--- src/rtl/noise_pkg.sv ---
// rtl/noise_pkg.sv - shared types and widths for the noise voice
package noise_pkg;

    typedef enum logic [1:0] {
        IDLE,
        ATTACK,
        HOLD,
        RELEASE
    } env_state_t;

    localparam int SMP_W  = 8;
    localparam int Y_W    = 12;
    localparam int Y_FRAC = 4;
    localparam int ENV_W  = 8;

endpackage

--- src/rtl/noise_env.sv ---
// rtl/noise_env.sv - gate-driven linear envelope, stepping once per sample tick
module noise_env
    import noise_pkg::*;
(
    input  logic             clk,
    input  logic             rst_n,
    input  logic             sample_tick,
    input  logic             gate,
    input  logic [ENV_W-1:0] level,
    output logic [ENV_W-1:0] env,
    output env_state_t       state
);

    // One extra bit so that env=255 plus one still compares correctly against level
    logic [ENV_W:0] env_inc;
    assign env_inc = {1'b0, env} + (ENV_W+1)'(1);

    always_ff @(posedge clk or negedge rst_n) begin
        if (!rst_n) begin
            env   <= '0;
            state <= IDLE;
        end else if (sample_tick) begin
            case (state)
                IDLE: begin
                    env <= '0;
                    if (gate) state <= ATTACK;
                end
                ATTACK: begin
                    if (!gate) begin
                        state <= RELEASE;
                    end else if (env_inc >= {1'b0, level}) begin
                        env   <= level;
                        state <= HOLD;
                    end else begin
                        env <= env_inc[ENV_W-1:0];
                    end
                end
                HOLD: begin
                    if (!gate) state <= RELEASE;
                    else       env   <= level;
                end
                RELEASE: begin
                    if (gate) begin
                        state <= ATTACK;
                    end else if (env <= ENV_W'(1)) begin
                        env   <= '0;
                        state <= IDLE;
                    end else begin
                        env <= env - ENV_W'(1);
                    end
                end
                default: begin
                    env   <= '0;
                    state <= IDLE;
                end
            endcase
        end
    end

endmodule

--- src/rtl/noise_shaper.sv ---
// rtl/noise_shaper.sv - pitched, smoothed, enveloped noise voice: resample, smooth, scale
module noise_shaper
    import noise_pkg::*;
#(
    parameter int ACC_W = 16
) (
    input  logic             clk,
    input  logic             rst_n,
    input  logic             sample_tick,
    input  logic [SMP_W-1:0] rnd,
    input  logic [ACC_W-1:0] rate,
    input  logic [2:0]       smooth,
    input  logic [ENV_W-1:0] level,
    input  logic             gate,
    output logic [SMP_W-1:0] sout,
    output logic             sout_valid
);

    logic [ACC_W-1:0]        acc;
    logic [ACC_W:0]          acc_sum;
    logic signed [SMP_W-1:0] held;
    logic [2:0]              k0;
    logic                    v0;
    logic                    v1;
    logic signed [Y_W-1:0]   y;
    logic signed [Y_W-1:0]   x;
    logic signed [Y_W:0]     diff;
    logic signed [Y_W:0]     step;
    logic signed [Y_W-1:0]   y_next;
    logic [ENV_W-1:0]        env;
    logic [ENV_W-1:0]        env1;
    env_state_t              state;
    logic [15:0]             prod;

    noise_env u_env (
        .clk         (clk),
        .rst_n       (rst_n),
        .sample_tick (sample_tick),
        .gate        (gate),
        .level       (level),
        .env         (env),
        .state       (state)
    );

    assign acc_sum = {1'b0, acc} + {1'b0, rate};

    // Difference kept at 13 bits so the arithmetic shift never loses the sign
    assign x      = {held, {Y_FRAC{1'b0}}};
    assign diff   = {x[Y_W-1], x} - {y[Y_W-1], y};
    assign step   = diff >>> k0;
    assign y_next = Y_W'({y[Y_W-1], y} + step);

    // Low 16 bits of the signed 8x9 product; the result range never needs bit 16
    assign prod = {{8{y[Y_W-1]}}, y[Y_W-1:Y_FRAC]} * {8'd0, env1};

    always_ff @(posedge clk or negedge rst_n) begin
        if (!rst_n) begin
            acc        <= '0;
            held       <= '0;
            k0         <= '0;
            v0         <= 1'b0;
            v1         <= 1'b0;
            y          <= '0;
            env1       <= '0;
            sout       <= '0;
            sout_valid <= 1'b0;
        end else begin
            v0         <= sample_tick;
            v1         <= v0;
            sout_valid <= v1;
            if (sample_tick) begin
                acc <= acc_sum[ACC_W-1:0];
                k0  <= smooth;
                if (acc_sum[ACC_W]) held <= rnd ^ 8'h80;
            end
            // Envelope is captured alongside y so back-to-back ticks stay paired
            if (v0) begin
                y    <= y_next;
                env1 <= (state == IDLE) ? '0 : env;
            end
            if (v1) sout <= 8'(prod >> 8);
        end
    end

endmodule
--- config.mk ---
export PLATFORM = sky130hd
export DESIGN_NAME = noise_shaper
export DESIGN_NICKNAME = d
export VERILOG_FILES = /design/src/rtl/noise_pkg.sv /design/src/rtl/noise_env.sv /design/src/rtl/noise_shaper.sv
export SDC_FILE = /design/constraint.sdc
export NUM_CORES = 1
export LEC_CHECK = 0
export ABC_AREA = 1
export BUFFER_PORTS_ARGS = -buffer_cell sky130_fd_sc_hd__buf_2
export CORE_MARGIN = 5
export CORE_UTILIZATION = 35
export DETAILED_ROUTE_END_ITERATION = 6
export SYNTH_ARGS = -nofsm -noshare
export SYNTH_HDL_FRONTEND = slang
export SYNTH_SLANG_ARGS = --single-unit
--- constraint.sdc ---
create_clock -name clk -period 4.1 [get_ports clk]
set_input_delay 0.615 -clock clk [delete_from_list [all_inputs] [get_ports clk]]
set_output_delay 0.615 -clock clk [all_outputs]
set_load 0.01 [all_outputs]
* Word-level counts from Yosys, hierarchy flattened
Index checks and enable logic that the tools add are counted.
** Word-level totals
- Logic and storage cells :: 49
- Register bits :: 68
- Input bits :: 39
** Operators by class
- Multipliers :: 1
- Add/sub/neg operators :: 5
- Eq/ne operators :: 10
- Shift-type cells :: 1
- Reductions and logical operators :: 4
- Bitwise logic cells :: 1
- $lt $le $gt $ge :: 2
- Multiplexer cells :: 14
** Operator list (number)
- $mux 8 :: 6
- $pmux 8 s4 :: 1
- $add 16x16->17 :: 1
- $mul 8x9->16 :: 1
- $sshr 13x3->12 :: 1
- $sub 12x12->13 :: 1
- $add 12x12->12 :: 1
- $mux 2 :: 6
- $ne 2x2->1 const B :: 5
- $add 8x1->9 const B :: 1
- $ge 9x8->1 :: 1
- $le 8x1->1 const B :: 1
- $pmux 2 s4 :: 1
- $sub 8x1->8 const B :: 1
- $ne 3x2->1 const B :: 2
- $reduce_and 5->1 :: 1
- $eq 2x2->1 const B :: 2
- $reduce_and 4->1 :: 1
- $eq 2x1->1 const B :: 1
- $logic_not 2->1 :: 1
- $reduce_and 2->1 :: 1
- $not 1->1 :: 1

* Logic depth before layout (Yosys ltp)
Gate-level depths: netlist of run 1.
- Depth after elaboration :: 5
- Depth in mapped cells :: 27
- Mapped depth without buffers :: 26

* By module
A second synthesis of run 1 with hierarchy kept.
** Second synthesis, totals
- Cells, all modules :: 1042
- Area total of the unflattened synthesis :: 7647.3 sq um
** By module, submodules not included
- noise_shaper :: sequential area each 1451.4 sq um, area each 6263.5 sq um, instances 1, cells each 838
- noise_env :: sequential area each 250.2 sq um, area each 1383.8 sq um, instances 1, cells each 204

* Worst setup path before layout of run 1
Ideal clock, no wire load.
- Kind :: flip-flop to flip-flop
- Start :: register y[10]
- End :: register sout[5]
- Clock period less this slack :: 4312 ps
- Data required time :: 3965 ps
- Library setup time :: 135 ps
- Slack :: -212 ps
- Data arrival time :: 4177 ps
- Stages on the path, launching flop included :: 19
- Cell sequence :: dfrtp_1 clkbuf_1 nand2_1 fa_1 fa_1 inv_1 fa_1 inv_1 fa_1 inv_1 ha_1 a21o_1 a21boi_0 o21ai_0 nand2_1 nand2_1 a21oi_1 xor2_1 o21ai_0
** Between the ends
- Longest elaborated chain between the ends :: 1
** Ends and longest elaborated chain
- start: declaration :: RTL line noise_shaper.sv:25 : logic signed [Y_W-1:0] y;
- start signal: assignment :: RTL line noise_shaper.sv:78 : y <= y_next;
- $mul 8x9->16 :: RTL line noise_shaper.sv:54 : assign prod = {{8{y[Y_W-1]}}, y[Y_W-1:Y_FRAC]} * {8'd0, env1};
- end signal: assignment :: RTL line noise_shaper.sv:81 : if (v1) sout <= 8'(prod >> 8);
- end: declaration :: RTL line noise_shaper.sv:15 : output logic [SMP_W-1:0] sout,
Every way passes these cells.
A chain may end at the register's enable or synchronous reset.

* Final worst setup path of run 1
- Start :: register y[11]
- End :: register sout[7]
Same word-level chain as after synthesis.

==> results of run 1 <==
## worst max-delay path: cells and delay by family (launching register included)
family                     cells  cell delay, ns
AOI/OAI and AO/OA              5            0.62
xor gates and xnor gates       1            0.16
adders and majority gates      5            2.30
buffers and inverters          5            0.32
DFF                            1            0.39
and+or+nand+nor                2            0.20
## sequential cells by signal (all words and copies together) (netlist names), 2 cells and up
name / count
y: 12
held: 8
acc: 16
u_env.state: 2
sout: 8
k0: 3
env1: 8
u_env.env: 8
## metrics by stage
step                cells  setup WS (ns)  hold WS (ns)  area, um^2
finish               1374       -0.01322        0.3801        8792
global route         1374        -0.2164        0.4832        8792
CTS                  1361       0.002479        0.4408        8568
detailed placement   1340        -0.1297        0.4678        8167
global placement     1340       -0.03739        0.4604        8167
floorplan            1017        0.01505        0.3194        7507
## kinds of logic after synthesis
group | count (synthesis) | share of synthesized area (%)
mux | 9 | 1.328
compound gates | 158 | 12.40
fa+ha+maj | 126 | 24.91
buf+inv | 219 | 11.24
flops | 68 | 22.86
simple gates | 400 | 22.91
xor+xnor | 37 | 4.353
## layout by cell type, fill, tap and decap left out, types with 3 or more instances in the layout
cell type    n
nand2_1    255
inv_1      173
ha_1        81
dfrtp_1     63
nand3_1     54
o21ai_0     53
buf_4       47
buf_2       46
nor2_1      40
a21oi_1     37
fa_1        35
xor2_1      25
inv_2       15
o21ai_1     14
xnor2_1     12
nand2_2     12
nand4_1     11
o22ai_1     10
clkbuf_16    9
mux2_2       7
a21o_1       6
nor2_2       6
a21oi_2      6
o211ai_2     6
o21bai_1     5
nor3_1       5
a31oi_1      5
dfrtp_2      5
ha_2         4
ha_4         4
o21ai_2      3
or2_2        3
bufinv_16    3
buf_6        3
## how the worst max path moves through the flow
stage / startpoint / to / slack (ns)
after global routing: y[11]$_DFFE_PN0P_ / sout[7]$_DFFE_PN0P_ / -0.22
after detailed placement: y[11]$_DFFE_PN0P_ / sout[7]$_DFFE_PN0P_ / -0.13
after global placement: env1[5]$_DFFE_PN0P_ / sout[7]$_DFFE_PN0P_ / -0.04
after floorplan: y[6]$_DFFE_PN0P_ / sout[7]$_DFFE_PN0P_ / 0.02
after CTS: y[10]$_DFFE_PN0P_ / sout[6]$_DFFE_PN0P_ / 0.002
final: y[11]$_DFFE_PN0P_ / sout[7]$_DFFE_PN0P_ / -0.01
## per-layer routing
metal	part of all wire, %	GRT usage (%)	up-vias
met4	0.90	3.335	0
met3	2.7	2.191	10
met2	47	23.14	79
li1	-	-	3387
met1	49	20.40	2992
met5	0	0	-
## what timing repair did
item                       4_1_cts  5_1_grt
resized for setup                6       51
buffers inserted                 5       14
setup endpoints to repair        4       11
pin swaps                       14       28
cloned                           0        0
## layout make-up
type	count	area, um^2
multi-input combinational	730	5062
inverter	189	709.4
timing repair buffer	96	616.8
fill	2193	12160
tap	275	344.1
clock inverter	4	95.09
sequential	68	1708
clock buffer	12	256.5
## cell usage after synthesis (all sizes together)
master | count | area (um^2)
o211ai | 8 | 90.08
nand4 | 13 | 93.84
a211oi | 1 | 7.510
buf | 7 | 41.28
o21bai | 5 | 37.54
a31oi | 6 | 37.54
or2 | 6 | 37.53
fa | 37 | 740.7
ha | 89 | 1114
clkbuf | 23 | 86.33
a22oi | 1 | 7.510
o21ai | 70 | 354.1
dfrtp | 68 | 1702
o22ai | 10 | 62.56
nor2 | 47 | 196.4
and2 | 1 | 6.260
mux2 | 7 | 78.83
a31o | 2 | 17.52
a21boi | 2 | 15.01
nor3 | 7 | 45.04
clkinv | 1 | 3.750
o31a | 1 | 8.760
nand2 | 269 | 1022
a221oi | 2 | 17.52
mux2i | 2 | 20.02
xor2 | 25 | 219.0
nand3 | 56 | 292.8
a21oi | 43 | 215.2
xnor2 | 12 | 105.1
nand3b | 1 | 11.26
inv | 188 | 705.7
a21o | 6 | 45.04
o31ai | 1 | 7.510
## power groups by stage
| stage | clock network (W) | logic (W) | registers, W |
|---|---|---|---|
| final | 0.000923 | 0.00550 | 0.00120 |
| after detailed placement | 0 | 0.00508 | 0.00121 |
| after global placement | 0 | 0.00503 | 0.00120 |
| after global routing | 0.000966 | 0.00631 | 0.00125 |
| after CTS | 0.000945 | 0.00517 | 0.00120 |
| after floorplan | 0 | 0.00394 | 0.00113 |
==> metrics, run 1 <==
largest net degree at the start of global routing=69; leakage power=4.852 nW; total global-route track usage=14.37%; Seq pwr share=15.8%; max cap viols=0; reg2reg start=y[11]$_DFFE_PN0P_; sequential element share of the synthesized area=22.86%; Slew Limit Headroom=39.82%; DPL Wire Length=13710 um; VDD IR max=0.0003166 V; Via Count=6468; min Tclk post-route=4.113 ns; IO buf count=47; buffer depth of the longest clock path=2; CP Cell Sequence=inv_2, buf_6, fa_1, fa_1, inv_2, fa_1, inv_2, fa_1, inv_2, ha_4, a21o_1, a21boi_2, o21ai_2, nand2_2, nand2_4, a21oi_2, xor2_1, o21ai_1; worst-path fanout max=3; CTS tree=done; Hold Path Class=primary input to asynchronous set/reset pin; Worst path max stage delay=0.54 ns; Sw Share=48.38%; crit path launch type=flop; Clock H-tree levels=3; FF-to-FF setup slack=-0.01 ns; initial antenna violation count=0; Max Slew Vio Count=0; Setup Viol. Count Final=1; DRC Markers=0; Inserted Clock Buffers=9; worst slew pin tran=0.9026 ns; Setup crit end kind=flop; switching power=0.003686 W; reg2reg end=sout[7]$_DFFE_PN0P_; Clk Latency, worst-skew pair=0.34 ns; average cell area after synthesis=7.320 um^2; number of synthesized register bits=68; Critical-path top delay cell=fa_1; failing checks=setup timing; Power Total=0.007620 W; Via density=4.707; total core area=20960 um^2; DRT Wirelength=17140 um; f_max=0.2431 GHz; RSZ-0062 raised after global routing=true; Area growth syn-to-layout=18.10%; Final Skew=0.004409 ns; GPL Wtd Cong=0.8498; row cnt=53; Hold Violations, Final=0; Crit path arrival time=4.33 ns; TritonCTS Sinks=68; final worst-path cycle share=100.3%; DIE AREA=24290 um^2; Comb power frac=72.1%; number of global-route vias before repair=6145; required time of the critical path=4.32 ns; Clk pin slew, worst setup/hold paths=0.06 ns; Yosys cell types=46; outcome=finished with violations; # IOs=48; die height=155.8 um; Setup CP Type=flop to flop; Final ANT Viol Nets=0; hold_buf cts=0; PD cells=866.7 nW/um^2; Die Width=155.8 um; R2R depth=18; WL/cell=12.48 um; Yosys warning count=0; 1st-iter DRT viols=301; layout cells sized above 1=18.11%; diode count=0; Internal=0.003934 W; Initial Util=35.53%; Gate Count Post-Synth=1017; setup tns final=-0.01322 ns; final core occ=41.96%; global route overflow=0; Net Count, Synth=1182; worst setup slack after layout=-0.01322 ns; Post-Synthesis Cell Area=7445 um^2; clock group share of total power=12.1%; Root Buffer=clkbuf_16; first-pass GRT wire length=29090 um; drt pass-1 iters=5; Final #Nets=1259
Note: power is estimated with default switching activity, not from simulation.
==> inputs of run 2 (changes only) <==
CAP_MARGIN = 20   (was not set)
CORE_UTILIZATION = 40   (was 35)
==> run 2 against run 1 <==
  * The flow now finishes without violations
  * Cell count fell by 3.6%
  * First-iteration DRC count down 19%
  * Design area decreased by 1.9%
  * Register-to-register slack gained 0.09 ns
  * Die area shrank 12%
  * Worst hold slack better by 0.013 ns
  * Power down 1.3%
  * Non-clock buffer count down 3
  * Via count decreased by 0.48%
  * Maximum frequency rose by 2.1%
  * Largest power group unchanged
  * Highest routed layer unchanged
==> metrics, run 2 (synthesis results as in run 1) <==
Area growth syn-to-layout=15.80%; drt pass-1 iters=5 (unchanged); DPL Wire Length=13870 um (+1.2%); DRC Markers=0 (unchanged); CP bufs+invs=5 (unchanged); Biggest register=acc; worst-path fanout max=4 (+1); Setup Viol. Count Final=0 (-1); row cnt=49 (-7.5%); final worst-path cycle share=98.25% (-2.1 points); CP Cell Sequence=inv_2, buf_6, fa_2, fa_1, inv_2, fa_1, inv_1, fa_1, inv_2, ha_4, a21o_1, a21boi_2, o21ai_2, nand2_2, nand2_4, a21oi_2, xor2_1, o21ai_1; hold slack=0.3926 ns (+0.01254 ns); Post-Place Cells=1298 (-3.1%); Inserted Clock Buffers=9 (unchanged); first-pass GRT wire length=30260 um (+4.0%); Top Registers=acc: 16 flops, y: 12 flops; Crit path arrival time=4.26 ns (-0.07 ns); Via density=4.858 (+3.2%); Final Skew=0.009643 ns (+0.005235 ns); Clk pin slew, worst setup/hold paths=0.06 ns (about the same); Final #Nets=1256 (-0.24%); 1st-iter DRT viols=245 (-19%); leakage power=4.815 nW (-0.76%); RSZ-0062 raised after global routing=true; DRT Wirelength=17430 um (+1.7%); area occupied by multi-input gates=5039 um^2 (-0.47%); TritonCTS Sinks=68 (unchanged); f_max=0.2483 GHz (+2.1%); largest net degree at the start of global routing=69 (unchanged); die height=146.4 um (-6.0%); FF-to-FF setup slack=0.07 ns (+0.09 ns); Setup crit end kind=flop; # IOs=48 (unchanged); max reg flops=16 (unchanged); WL/cell=13.15 um (+5.4%); Setup CP Type=flop to flop; CP Depth=18 (unchanged); Initial Util=41.02% (+5.5 points); Final ANT Viol Nets=0 (unchanged); crit path launch=y[11]$_DFFE_PN0P_; Clk Latency, worst-skew pair=0.35 ns (about the same); Clock H-tree levels=3 (unchanged); total core area=18150 um^2 (-13%); Worst path max stage delay=0.53 ns (about the same); GPL Wtd Cong=0.8722 (+2.6%); Final Instance Count excl. Fillers=1325 (-3.6%); DIE AREA=21440 um^2 (-12%); Hold Path Class=primary input to asynchronous set/reset pin; required time of the critical path=4.33 ns (about the same); reg2reg end=sout[7]$_DFFE_PN0P_; Crit path max-delay family=adder cells; IO buf count=47 (unchanged); Slew Limit Headroom=38.41% (-1.4 points); most frequent cells in the layout=259 x nand2_1, 181 x inv_1, 83 x ha_1, 65 x dfrtp_1, 56 x o21ai_0; worst slew pin tran=0.9238 ns (+0.02116 ns); PD cells=872.1 nW/um^2 (+0.62%); Fillers=1840 (-16%); initial antenna violation count=0 (unchanged); Root Buffer=clkbuf_16; R2R depth=18 (unchanged); register area=1705 um^2 (-0.15%); outcome=finished clean; Via Count=6437 (-0.48%); buffer depth of the longest clock path=2 (unchanged); VDD IR max=0.0003058 V (-3.4%); Critical Path Sink=sout[7]$_DFFE_PN0P_; Max Slew Vio Count=0 (unchanged); global route overflow=0 (unchanged); diode count=0 (unchanged); number of global-route vias before repair=6342 (+3.2%); Hold Violations, Final=0 (unchanged); layout cells sized above 1=16.15% (-2.0 points); total global-route track usage=16.94% (+2.6 points); commonest non-fill, non-tap cell in the layout=nand2_1; max cap viols=0 (unchanged); reg2reg start=y[11]$_DFFE_PN0P_; min Tclk post-route=4.028 ns (-0.08515 ns); CTS tree=done; crit path launch type=flop; Die Width=146.4 um (-6.0%); Critical-path top delay cell=fa_1
[run 2: where the power goes]
part	switching, W	leakage (nW)	internal [W]	total [W]
sequential	0.000247	0.841	0.000959	0.00121
combinational	0.00317	3.83	0.00235	0.00552
clock	0.000324	0.142	0.000471	0.000795
[run 2: per-layer routing]
metal / up-vias / part of all wire (%) / wire length (um) / GRT usage (%)
li1: 3378 / - / - / -
met1: 2962 / 49 / 8559 / 23.43
met2: 81 / 47 / 8126 / 27.85
met3: 16 / 2.8 / 485 / 1.828
met4: 0 / 1.5 / 254 / 5.456
met5: - / 0 / 0 / 0
[run 2: how the worst min path moves through the flow]
stage                        startpoint             endpoint  slack, ns
global placement    sout[4]$_DFFE_PN0P_  sout[4]$_DFFE_PN0P_       0.46
detailed placement  sout[4]$_DFFE_PN0P_  sout[4]$_DFFE_PN0P_       0.46
floorplan                         rst_n   acc[0]$_DFFE_PN0P_       0.32
CTS                               rst_n   acc[7]$_DFFE_PN0P_       0.44
global route                  smooth[1]    k0[1]$_DFFE_PN0P_       0.48
finish                            rst_n   acc[7]$_DFFE_PN0P_       0.39
[run 2: metrics by stage]
step | TNS (ns) | total power (W) | instance area [um^2] | util [%] | setup slack, ns
after CTS | 0 | 0.007315 | 8476 | 46.70 | 0.02322
after floorplan | 0 | 0.005077 | 7507 | - | 0.01505
after detailed placement | -0.2871 | 0.006406 | 8139 | 44.85 | -0.1192
after global routing | -0.4749 | 0.008426 | 8621 | 47.50 | -0.1308
final | 0 | 0.007518 | 8621 | 47.50 | 0.07193
after global placement | -0.04925 | 0.006356 | 8139 | 44.85 | -0.03379
[run 2: area by class of cell]
| cell class | instances | area share, % |
|---|---|---|
| multi-input combinational | 730 | 58.45 |
| sequential | 68 | 19.78 |
| inverter | 189 | 8.229 |
| timing repair buffer | 93 | 6.807 |
| tap | 229 | 3.324 |
| clock buffer | 10 | 2.656 |
| clock inverter | 6 | 0.7547 |
[run 2: timing repair]
item                       4_1_cts  5_1_grt
setup endpoints to repair        5       11
setup buffers                    4        7
pin swaps                       12       22
hold buffers                     0        0
resized for setup                4       26
==> inputs of run 3 (changes only) <==
ABC_AREA = not set   (was 1)
CORE_MARGIN = 8   (was 5)
==> run 3 against run 2 <==
  * The run now ends with setup timing left
  * Design area up 7.3%
  * Flip-flop and latch count unchanged
  * Worst hold slack better by 0.0055 ns
  * Core utilization up 4.4 points
  * Highest routed layer unchanged
  * Register-to-register slack worse by 0.38 ns
==> metrics, run 3 <==
Hold Path Class=primary input to asynchronous set/reset pin; most used cell, CP=fa_1; DPL Wire Length=13710 um (-1.2%); Clock H-tree levels=3 (unchanged); worst-path fanout max=3 (-1); hold_buf cts=0 (unchanged); failing checks=setup timing; crit path launch type=flop; Gate Count Post-Synth=799 (-21%); Root Buffer=clkbuf_16; Area contributors post-synth=dfrtp_1 24%, ha_1 15%, fa_1 10%; synth cell count leaders=93 x inv_1, 89 x ha_1, 75 x nor2_1, 68 x dfrtp_1, 51 x nand2_1; most frequent cells in the layout=114 x buf_4, 80 x ha_1, 79 x inv_1, 67 x dfrtp_1, 66 x nor2_1; Post-Synthesis Cell Area=7211 um^2 (-3.1%); Clk pin slew, worst setup/hold paths=0.06 ns (about the same); number of global-route vias before repair=6114 (-3.6%); DIE AREA=22580 um^2 (+5.3%); Final Skew=0.01562 ns (+0.005979 ns); Clk Latency, worst-skew pair=0.35 ns (about the same); EDFF count, synth=0 (unchanged); Crit path arrival time=4.64 ns (+0.38 ns); CP Cell Sequence=inv_2, nand2_2, fa_1, fa_1, inv_2, fa_1, inv_2, fa_1, inv_1, ha_1, o21ai_1, inv_1, a2111oi_4, nor3_2, or3_4, a21oi_2, xnor2_1, mux2_4; Hold Violations, Final=0 (unchanged); Slew Limit Headroom=40.03% (+1.6 points); Critical-path top delay cell=fa_1; die height=150.3 um (+2.6%); required time of the critical path=4.33 ns (about the same); CP bufs+invs=5 (unchanged); worst setup slack after layout=-0.3102 ns (-0.3821 ns); worst slew pin tran=0.8995 ns (-0.02427 ns); Crit path max-delay family=adder cells; row cnt=49 (unchanged); average cell area after synthesis=9.025 um^2 (+23%); IO buf count=47 (unchanged); RSZ-0062 raised after global routing=true; Setup CP Type=flop to flop; Die Width=150.3 um (+2.6%); global route overflow=0 (unchanged); Initial Util=40.42% (-0.61 points); drt pass-1 iters=4 (-1); leading area contributor after synthesis=dfrtp_1; Setup crit end kind=flop; diode count=0 (unchanged); max cap viols=0 (unchanged); final worst-path cycle share=107.6% (+9.3 points); setup tns final=-1.231 ns (-1.231 ns); total global-route track usage=16.18% (-0.75 points); Net Count, Synth=964 (-18%); DRT Wirelength=17520 um (+0.56%); TritonCTS Sinks=68 (unchanged); Top Registers=acc: 16 flops, y: 12 flops; Yosys cell types=66 (+43%); # IOs=48 (unchanged); f_max=0.2267 GHz (-8.7%); commonest non-fill, non-tap cell in the layout=buf_4; Via Count=6008 (-6.7%); Yosys warning count=0 (unchanged); max reg flops=16 (unchanged); DRC Markers=0 (unchanged); Setup Viol. Count Final=9 (+9); Via density=5.079 (+4.5%); min Tclk post-route=4.410 ns (+0.3821 ns); largest net degree at the start of global routing=69 (unchanged); Fillers=1683 (-8.5%); Inserted Clock Buffers=9 (unchanged); total core area=17840 um^2 (-1.7%); Synth top area share=23.60% (+0.74 points); outcome=finished with violations; first-pass GRT wire length=29480 um (-2.6%); Max Slew Vio Count=0 (unchanged); Worst path max stage delay=0.54 ns (about the same); CTS tree=done; 1st-iter DRT viols=244 (-0.41%); initial antenna violation count=0 (unchanged); Final #Nets=1114 (-11%); GPL Wtd Cong=0.8636 (-0.99%); Post-synth ARST share=100.0% (unchanged); WL/cell=14.81 um (+13%); Area growth syn-to-layout=28.30%; sequential element share of the synthesized area=23.60% (+0.74 points); count leader, synth=inv_1; layout cells sized above 1=33.44% (+17 points); Biggest register=acc; buffer depth of the longest clock path=2 (unchanged); number of synthesized register bits=68 (unchanged); predominant post-synthesis flop cell=dfrtp_1; Final ANT Viol Nets=0 (unchanged)
[run 3: cell types whose count changed in the layout (fill, tap and decap cells not counted), sizes merged, moves of 10 or more]
cell    before  now
nand4       13    3
xnor2       12   32
nand2b       0   10
mux2         7   41
o21ai       70   48
buf         93  167
nand2      269   52
nand3b       1   12
inv        188   94
nand3       56   17
o22ai       10    0
nor2        47   76
[run 3: layout make-up]
type / instances / area [um^2] / share of cell area, %
Timing Repair Buffer: 167 / 1159 / 12.52
Clock buffer: 10 / 239.0 / 2.583
Inverter: 97 / 377.9 / 4.084
Sequential cell: 68 / 1703 / 18.41
Clock inverter: 6 / 111.4 / 1.204
Tap cell: 229 / 286.5 / 3.097
Multi-Input combinational cell: 606 / 5375 / 58.10
[run 3: kinds of logic after synthesis]
family,count (synthesis),share of synthesized area (%)
simple gates,218,14.70
compound gates,157,14.23
fa+ha+maj,126,25.72
buf+inv,125,6.628
flops,68,23.60
mux,56,9.179
xor+xnor,49,5.952
[run 3: routing by layer]
metal,wire length [um],track usage (%),vias up
met3,625,3.547,16
met4,221,4.048,0
met2,8290,26.28,85
met5,0,0,-
li1,-,-,3038
met1,8387,21.42,2869
[run 3: what timing repair did]
| item | CTS | global route |
|---|---|---|
| pin swaps | 22 | 32 |
| buffers inserted | 14 | 15 |
| setup endpoints to repair | 10 | 14 |
| resized for setup | 41 | 49 |
| hold endpoints to repair | 0 | 0 |
[run 3: worst paths after layout]
path	from	to	slack, ns	cells past startpoint
max	env1[0]$_DFFE_PN0P_	sout[6]$_DFFE_PN0P_	-0.31	18
min	rst_n	u_env.env[1]$_DFFE_PN0P_	0.40	1
max reg2reg	env1[0]$_DFFE_PN0P_	sout[6]$_DFFE_PN0P_	-0.31	18
min reg2reg	sout[1]$_DFFE_PN0P_	sout[1]$_DFFE_PN0P_	0.50	1
max in group asynchronous	rst_n	y[6]$_DFFE_PN0P_	3.08	1
min in group clk	rnd[7]	held[7]$_DFFE_PN0P_	0.45	2
[run 3: through the flow]
stage	utilization, %	hold WS [ns]	instances	worst slack [ns]	instance area, um^2
2_1_floorplan	-	0.3194	799	-0.1854	7300
3_3_place_gp	47.07	0.4850	1140	-0.4051	8398
3_5_place_dp	47.07	0.4911	1140	-0.4643	8398
4_1_cts	50.36	0.4262	1170	-0.3313	8985
5_1_grt	51.86	0.4465	1183	-0.5409	9251
6_report	51.86	0.3981	1183	-0.3102	9251
Power of run 3 is not shown: default switching activity piles up to over one toggle a cycle in this logic, so the estimate is an artifact.
